**src/rtl/pc_pkg.sv**
```systemverilog
// Shared types and default sizes for the program-counter sequencer.
package pc_pkg;
  localparam int PC_D      = 12;
  localparam int PC_IW     = 5;
  localparam int PC_CW     = 16;
  localparam int RAS_DEPTH = 4;

  typedef enum logic [1:0] {
    ST_IDLE = 2'd0,
    ST_RUN  = 2'd1,
    ST_HALT = 2'd2
  } pc_state_t;
endpackage

```
**src/rtl/pc_ras.sv**
```systemverilog
// Circular return-address stack; a push when full overwrites the oldest entry.
module pc_ras
  import pc_pkg::*;
#(
  parameter int D     = PC_D,
  parameter int DEPTH = RAS_DEPTH
) (
  input  logic         clk,
  input  logic         rst_n,
  input  logic         clr,
  input  logic         push,
  input  logic         pop,
  input  logic [D-1:0] push_data,
  output logic [D-1:0] top,
  output logic         empty
);
  localparam int PW = $clog2(DEPTH);
  localparam logic [PW:0] FULL = (PW+1)'(DEPTH);

  logic [D-1:0]  mem [DEPTH];
  logic [PW-1:0] ptr_q;
  logic [PW:0]   cnt_q;

  assign empty = (cnt_q == '0);
  assign top   = mem[ptr_q - 1'b1];

  // Pointer wraps freely; only the occupancy count saturates at DEPTH.
  always_ff @(posedge clk or negedge rst_n) begin
    if (!rst_n) begin
      ptr_q <= '0;
      cnt_q <= '0;
    end else if (clr) begin
      ptr_q <= '0;
      cnt_q <= '0;
    end else if (push) begin
      ptr_q <= ptr_q + 1'b1;
      if (cnt_q != FULL) cnt_q <= cnt_q + 1'b1;
    end else if (pop && !empty) begin
      ptr_q <= ptr_q - 1'b1;
      cnt_q <= cnt_q - 1'b1;
    end
  end

  always_ff @(posedge clk) begin
    if (push) mem[ptr_q] <= push_data;
  end
endmodule

```
**src/rtl/pc_sequencer.sv**
```systemverilog
// PC register, run/halt control and retired-instruction counter.
// Define PC_RAS_EN to add the 4-entry return-address stack behind Call/Ret.
module pc_sequencer
  import pc_pkg::*;
#(
  parameter int D  = PC_D,
  parameter int IW = PC_IW,
  parameter int CW = PC_CW
) (
  input  logic          Clk,
  input  logic          Reset,
  input  logic          Start,
  input  logic [D-1:0]  StartAddr,
  input  logic          Stall,
  input  logic          HaltReq,
  input  logic          Jump,
  input  logic          BranchEn,
  input  logic          Cond,
  input  logic [IW-1:0] LutIdx,
  input  logic [D-1:0]  Target,
  input  logic          Call,
  input  logic          Ret,
  output logic [IW-1:0] LutAddr,
  output logic [D-1:0]  PC,
  output logic          Running,
  output logic          Halted,
  output logic [CW-1:0] InstCnt,
  output logic          RasErr
);
  function automatic logic [CW-1:0] sat_inc(input logic [CW-1:0] c);
    return (c == {CW{1'b1}}) ? c : c + 1'b1;
  endfunction

  pc_state_t     state_q, state_d;
  logic [D-1:0]  pc_q, pc_inc, pc_next;
  logic [CW-1:0] cnt_q;
  logic          running_q, halted_q;
  logic          taken;

  assign LutAddr = LutIdx;
  assign taken   = Jump | (BranchEn & Cond);
  assign pc_inc  = pc_q + 1'b1;

`ifdef PC_RAS_EN
  logic         run_go, ras_push, ras_pop, ras_empty, raserr_q;
  logic [D-1:0] ras_top;

  assign run_go   = (state_q == ST_RUN) && !Start && !Stall && !HaltReq;
  assign ras_push = run_go && !taken && Call;
  assign ras_pop  = run_go && !taken && !Call && Ret;

  pc_ras #(.D(D), .DEPTH(RAS_DEPTH)) u_ras (
    .clk       (Clk),
    .rst_n     (Reset),
    .clr       (Start),
    .push      (ras_push),
    .pop       (ras_pop),
    .push_data (pc_inc),
    .top       (ras_top),
    .empty     (ras_empty)
  );

  always_comb begin
    pc_next = pc_inc;
    if (taken || Call)         pc_next = Target;
    else if (Ret && !ras_empty) pc_next = ras_top;
  end

  always_ff @(posedge Clk or negedge Reset) begin
    if (!Reset) raserr_q <= 1'b0;
    else        raserr_q <= ras_pop && ras_empty;
  end
  assign RasErr = raserr_q;
`else
  logic unused_ret;
  assign unused_ret = Ret;

  // Without the stack a call is just a jump and a return falls through.
  always_comb begin
    pc_next = pc_inc;
    if (taken || Call) pc_next = Target;
  end
  assign RasErr = 1'b0;
`endif

  always_comb begin
    state_d = state_q;
    if (Start)                                           state_d = ST_RUN;
    else if (state_q == ST_RUN && !Stall && HaltReq)     state_d = ST_HALT;
  end

  // Start reloads from any state; only an unstalled RUN cycle retires.
  always_ff @(posedge Clk or negedge Reset) begin
    if (!Reset) begin
      state_q   <= ST_IDLE;
      pc_q      <= '0;
      cnt_q     <= '0;
      running_q <= 1'b0;
      halted_q  <= 1'b0;
    end else begin
      state_q   <= state_d;
      running_q <= (state_d == ST_RUN);
      halted_q  <= (state_d == ST_HALT);
      if (Start) begin
        pc_q  <= StartAddr;
        cnt_q <= '0;
      end else if (state_q == ST_RUN && !Stall) begin
        cnt_q <= sat_inc(cnt_q);
        if (!HaltReq) pc_q <= pc_next;
      end
    end
  end

  assign PC      = pc_q;
  assign InstCnt = cnt_q;
  assign Running = running_q;
  assign Halted  = halted_q;
endmodule

```
**config.mk**
```make
export PLATFORM = sky130hd
export DESIGN_NAME = pc_sequencer
export DESIGN_NICKNAME = d
export VERILOG_FILES = /design/src/rtl/pc_pkg.sv /design/src/rtl/pc_ras.sv /design/src/rtl/pc_sequencer.sv
export SDC_FILE = /design/constraint.sdc
export NUM_CORES = 1
export LEC_CHECK = 0
export CORE_ASPECT_RATIO = 0.9
export CORE_MARGIN = 10
export CORE_UTILIZATION = 45
export DETAILED_ROUTE_END_ITERATION = 12
export DONT_BUFFER_PORTS = 1
export GPL_ROUTABILITY_DRIVEN = 0
export MAX_ROUTING_LAYER = met4
export PLACE_DENSITY = 0.57
export SLEW_MARGIN = 5
export SYNTH_ARGS = -nofsm -noshare
export SYNTH_HDL_FRONTEND = slang
export SYNTH_SLANG_ARGS = --single-unit
```
**constraint.sdc**
```tcl
create_clock -name Clk -period 2.3 [get_ports Clk]
set_clock_uncertainty 0.2 [all_clocks]
set_input_delay 0.46 -clock Clk [delete_from_list [all_inputs] [get_ports Clk]]
set_output_delay 0.46 -clock Clk [all_outputs]
set_load 0.01 [all_outputs]
```
==> impl_results.md, run 1 <==
- Num ports: 75
- Total CTS buffers: 5
- Slowest cell delay on critical path: about 0.50 ns
- Hold path start: Start
- Flop pwr share: 0.505
- Power density over cell area: approximately 560 nW/um2
- Core region area: 4550 um2
- GRT Util Overall: 0.152
- Crit-path cells: ha_1 -> nand3_1 -> nor4_4 -> buf_4 -> or4_1 -> a21oi_1
- VDD IR max: approximately 0.00026 V
- First-pass GRT wire length: 9560 um
- Critical path class: reg2reg
- I/O Buffers: 0
- Filler cells: 465
- PostCTS Resize Cnt: 0
- Drt total wl: 5830 um
- Period utilization: 0.900
- Switch share: 0.288
- Core Rows: 23
- Mapped Nets: ~280
- Grt ovf: 0
- Fmax: 483 MHz
- Share of cells above drive strength 1: 0.181
- Crit end category: register
- Initial DRC count: 97
- Worst Hold Path EP: state_q[1]
- Worst path required time: 2.31 ns
- Leakage: between 0.9 and 1 nW
- Status: complete, no violations
- CTS tree: yes
- Comb power frac: 0.142
- Pre-Repair DR Iteration Count: 4
- Clock Pin Slew Worst Setup and Hold Paths: 0.07 ns
- Synth top area share: 0.369
- Initial core utilization: 0.477
- Clk_lat worst skew: 0.28 ns
- Max-slew violation count: 0
- Post-synthesis sequential area ratio: 0.369
- Slowest CP cell: or4_1
- Initial antenna violation count: 0
- Startpoint Class: register
- CTS root buf: clkbuf_8
- Hold Path Stages: 1
- Fin Setup TNS: 0 ns
- Sequential Area: 801 um2
- Reg-to-Reg Start: InstCnt[1]
- DRC: 0
- FF-to-FF End: InstCnt[15]
- Total number of vias: 1,841
- Ys async rst share: 1.00
- Critical Path Fanout Max: 10
- Fin. Hold Viols: 0
- Sw power: 0.370 mW
- Final ANT Viol Nets: 0
- #FFs+latches synth: 32
- Area occupied by multi-input gates: 1220 um2
- Largest net degree at the start of global routing: 53
- DP HPWL: roughly 4200 um
- Period minus WS final: 2.07 ns
- Cells after synthesis: 236
- Placement Setup Slack: 0.237 ns
- Unrepaired setup endpoints after global routing: false
- Largest area contributor in the netlist: dfrtp_1
- Die X: between 90 and 100 um
- Normalized max-slew margin: 0.662
- Max_cap viols: 0
- Die area: approximately 8000 um2
- Fin worst setup slack: 0.231 ns
- YS warnings: 0
- Hold crit path type: in2reg
- Synth top area cells: dfrtp_1, nand2_1, a21oi_1
- Clock power frac: 0.353
- Via/cell ratio: 6.14
- Synthesized area: 2170 um2
- Most used DFF post-synth: dfrtp_1
- Netlist cell types: 63
- Int Power: 0.917 mW
- # setup viols final: 0
- Worst reg-to-reg setup slack: 0.23 ns
- Clock net sink count: 32
- Vias in the first global route: roughly 1,900
- Routed length per placed instance: 19.4 um
- Htree depth: 2
- Cells on worst reg2reg path: 6
- EDFF count, synth: 0
- Net count reported at finish: 278
- Syn_area_per_cell: 9.19 um2
- Worst slew pin tran: a little over 0.5 ns
- Ant diodes: 0
- Die H: approximately 86 um
- Layout area overhead: 6.75%
- Worst EP arrival: 2.08 ns
- Clk buf depth: 2
layer usage:
| metal | up-vias | track usage | share of wire |
|---|---|---|---|
| li1 | 881 | - | - |
| met1 | 886 | 0.182 | 0.44 |
| met2 | 61 | 0.232 | 0.47 |
| met3 | 13 | 0.0523 | 0.075 |
| met4 | 0 | 0.0532 | 0.014 |
| met5 | - | - | 0 |
placed cells by master (no fill, tap or decap), drive strengths merged, types with 7 or more instances in the layout:
cell type / count
a21oi: 18
o31ai: 10
nand3: 10
nand2: 23
nor2: 19
o21ai: 10
inv: 7
or4: 8
dfrtp: 32
buf: 10
critical path: cells and delay by family, from the launching register on:
| family | cells | cell delay, ns |
|---|---|---|
| adders and majority gates | 1 | 0.25 |
| buffers and inverters | 1 | 0.17 |
| and+or+nand+nor | 3 | 0.75 |
| DFF | 1 | 0.46 |
| AOI/OAI and AO/OA | 1 | 0.16 |
how the worst max path moves through the flow:
stage | from | slack, ns | endpoint
2_1_floorplan | state_q[1] | 0.43 | PC[6]
3_3_place_gp | InstCnt[1] | 0.29 | InstCnt[15]
3_5_place_dp | InstCnt[1] | 0.24 | InstCnt[15]
4_1_cts | InstCnt[1] | 0.21 | InstCnt[15]
5_1_grt | InstCnt[1] | 0.11 | InstCnt[15]
6_report | InstCnt[1] | 0.23 | InstCnt[15]
synth_stat cells, drive strengths merged, types with 2 or more instances:
master  instances
nor3            6
a221o           2
or4             8
o22ai           2
ha              2
nor4            3
a21oi          18
nand2          23
o21ai          10
clkbuf          4
o31ai          10
nor2b           4
o31a            2
buf            13
o21a            3
nand4           6
a211oi          5
nor2           19
and3            3
inv             7
nand2b          6
dfrtp          32
nand3          10
or3             5
mux2            6
and4            3
a31oi           4
state kept, by name, indices dropped and copies added (netlist names):
name and count:
PC 12, state_q 2, InstCnt 16, Halted 1, Running 1
cells by family (layout without fill, tap and decap cells):
group | after synthesis | count (layout) | synth area share
simple gates | 102 | 102 | 0.283
fa+ha+maj | 2 | 2 | 0.0115
mux | 7 | 7 | 0.0427
other cells | 1 | 1 | 0.00173
buf+inv | 24 | 26 | 0.0681
xor+xnor | 1 | 1 | 0.00404
flops | 32 | 32 | 0.369
compound gates | 67 | 67 | 0.219
power groups by stage:
stage | Sequential [mW] | Combinational [mW] | Clock [mW]
final | 0.651 | 0.182 | 0.454
after global routing | 0.658 | 0.208 | 0.501
after CTS | 0.652 | 0.184 | 0.469
after detailed placement | 0.664 | 0.166 | 0
after global placement | 0.662 | 0.157 | 0
after floorplan | 0.654 | 0.146 | 0
cell type report:
class,count,share of cell area
Sequential cell,32,0.346
Timing Repair Buffer,11,0.0422
Multi-Input combinational cell,180,0.527
Inverter,7,0.0114
Tap cell,62,0.0335
Clock buffer,6,0.0357
Clock inverter,2,0.00432
what timing repair did:
item / 4_1_cts / 5_1_grt
setup endpoints to repair: 0 / 0
setup buffers: 0 / 0
hold buffers: 2 / 0
endpoints found under the hold margin: 32 / 0
stage by stage:
| stage | hold WS (ns) | std cells | util | instance area, um2 | power, mW |
|---|---|---|---|---|---|
| finish | 0.0590 | 300 | 0.509 | 2310 | 1.29 |
| global route | 0.0106 | 300 | 0.509 | 2310 | 1.37 |
| detailed placement | -0.0344 | 290 | 0.482 | 2190 | 0.830 |
| floorplan | -0.0356 | 236 | - | 2170 | 0.800 |
| global placement | -0.0345 | 290 | 0.482 | 2190 | 0.818 |
| CTS | 0.0300 | 300 | 0.509 | 2310 | 1.31 |
Power figures use the tool's default switching activity.
==> run 2: changes to the inputs <==
--- a/config.mk
+++ b/config.mk
@@ -11,8 +11,8 @@
 export DETAILED_ROUTE_END_ITERATION = 12
 export DONT_BUFFER_PORTS = 1
 export GPL_ROUTABILITY_DRIVEN = 0
+export HOLD_SLACK_MARGIN = 0.08
 export MAX_ROUTING_LAYER = met4
-export PLACE_DENSITY = 0.57
 export SLEW_MARGIN = 5
 export SYNTH_ARGS = -nofsm -noshare
 export SYNTH_HDL_FRONTEND = slang
==> run 2 against run 1 <==
Against the previous run: critical path depth fell by 2; combinational power rose by 12%; via count down 2.3%.
==> impl_results.md, run 2 (synthesis gave the netlist of run 1 again) <==
- Status: complete, no violations
- VDD IR max: 0.000296 V
- Net count reported at finish: 285
- Max_cap viols: 0
- GRT Util Overall: 0.143
- Fin. Hold Viols: 0
- Htree depth: 2
- Initial antenna violation count: 0
- Unrepaired setup endpoints after global routing: false
- Worst EP arrival: 1.99 ns
- Clock net sink count: 32
- Met1 Use GR: 0.189
- Slowest cell delay on critical path: slightly below 0.7 ns
- Vias in the first global route: 1,652
- Die X: 93.2 um
- Total number of vias: about 1,800
- Met2 Use GR: 0.196
- Clock Pin Slew Worst Setup and Hold Paths: around 0.070 ns
- Share of cells above drive strength 1: 0.193
- Leakage: 0.952 nW
- Core region area: approximately 4500 um2
- Period minus WS final: slightly above 2 ns
- Power density over cell area: approximately 530 nW/um2
- CTS tree: yes
- Largest net degree at the start of global routing: 40
- Period utilization: 0.883
- I/O Buffers: 0
- First-pass GRT wire length: 8980 um
- Critical path class: reg2reg
- Critical Path Fanout Max: 12
- Via/cell ratio: approximately 6
- Fmax: between 400 and 500 MHz
- Max-slew violation count: 0
- Die H: 85.9 um
- Pre-Repair DR Iteration Count: 4
- Ant diodes: 0
- Worst slew pin tran: around 0.65 ns
- Routed length per placed instance: between 15 and 20 um
- Area occupied by multi-input gates: 1220 um2
- Slowest CP cell: or4b_4
- Num ports: 75
- Commonest non-fill, non-tap cell in the layout: dfrtp_1
- Hold slack: 0.0992 ns
- Clk buf depth: 2
- Initial core utilization: 0.477
- Drt total wl: 5710 um
- Worst reg-to-reg setup slack: 0.27 ns
- Grt ovf: 0
- Worst path required time: roughly 2.3 ns
- Crit-path cells: or4b_4 -> nor2_2 -> a32oi_1 -> o31a_1
- Sequential Area: 801 um2
- GR Layer Usage met3: 0.0523
- Postcts setup bufs: 0
- # setup viols final: 0
- Commonest non-fill, non-tap cells in the layout: dfrtp_1, nand2_1, nor2_1
- Core Rows: 23
- Initial DRC count: approximately 150
- Fin worst setup slack: around 0.27 ns
- Total CTS buffers: 5
- Placement Setup Slack: 0.288 ns
- Top Usage Layer GRT: met2
- Die area: 8000 um2
- DRC: 0
- Final ANT Viol Nets: 0
- Layout area overhead: 8.60%
- Number of flip-flops in the largest register: 16
- Clk_lat worst skew: 0.27 ns
- DP HPWL: 4130 um
- Crit end category: register
- Fin Setup TNS: 0 ns
- CTS root buf: clkbuf_8
- Hold crit path type: in2reg
- Startpoint Class: register
- Normalized max-slew margin: 0.563
- Filler cells: 468
## run 2: cell types whose count changed in the layout (fill, tap and decap cells not counted)
cell	previous run	this run
buf_4	9	15
clkbuf_1	0	1
clkbuf_8	6	5
clkinv_2	2	1
dlygate4sd3_1	1	2
## run 2: critical path: cells and delay by family, from the launching register on
| family | cells | cell delay [ns] |
|---|---|---|
| flops | 1 | 0.48 |
| simple gates | 2 | 0.96 |
| compound gates | 2 | 0.28 |
## run 2: worst paths after layout
check                           cells past startpoint     endpoint         start
worst max-delay path                                4        PC[9]    state_q[1]
worst min-delay path                                1        PC[1]  StartAddr[1]
worst max register to register                      4        PC[9]    state_q[1]
worst min register to register                      2   InstCnt[4]    InstCnt[4]
max in group asynchronous                           2  InstCnt[10]         Reset
min in group asynchronous                           2        PC[8]         Reset
## run 2: timing repair
item,in CTS,in global routing
endpoints found under the setup margin,0,0
gates resized for setup,0,0
hold buffers,3,0
endpoints found under the hold margin,46,0
## run 2: layer usage
metal / vias to the layer above / wire length, um
met3: 7 / 468
met4: 0 / 53
li1: 894 / -
met5: - / 0
met2: 58 / 2420
met1: 840 / 2770
## run 2: final cells by class
| class | instances | area share |
|---|---|---|
| clock buffers | 6 | 0.0308 |
| clock inverters | 1 | 0.00213 |
| inverters | 7 | 0.0112 |
| multi-input cells | 180 | 0.518 |
| flip-flops and latches | 32 | 0.340 |
| well taps | 62 | 0.0329 |
| repair buffers | 18 | 0.0648 |
## run 2: power breakdown
| part | total (mW) | internal (mW) | switching, mW | leakage (nW) |
|---|---|---|---|---|
| Clock | 0.405 | 0.206 | 0.200 | 0.0410 |
| Combinational | 0.203 | 0.0910 | 0.112 | 0.497 |
| Sequential | 0.644 | 0.595 | 0.0489 | 0.414 |
## run 2: stage by stage
| step | cells | total power [mW] | util | instance area, um2 |
|---|---|---|---|---|
| final | 306 | 1.25 | 0.518 | 2350 |
| after floorplan | 236 | 0.800 | - | 2170 |
| after global placement | 296 | 0.833 | 0.492 | 2240 |
| after detailed placement | 296 | 0.836 | 0.492 | 2240 |
| after global routing | 306 | 1.32 | 0.518 | 2350 |
| after CTS | 306 | 1.27 | 0.518 | 2350 |
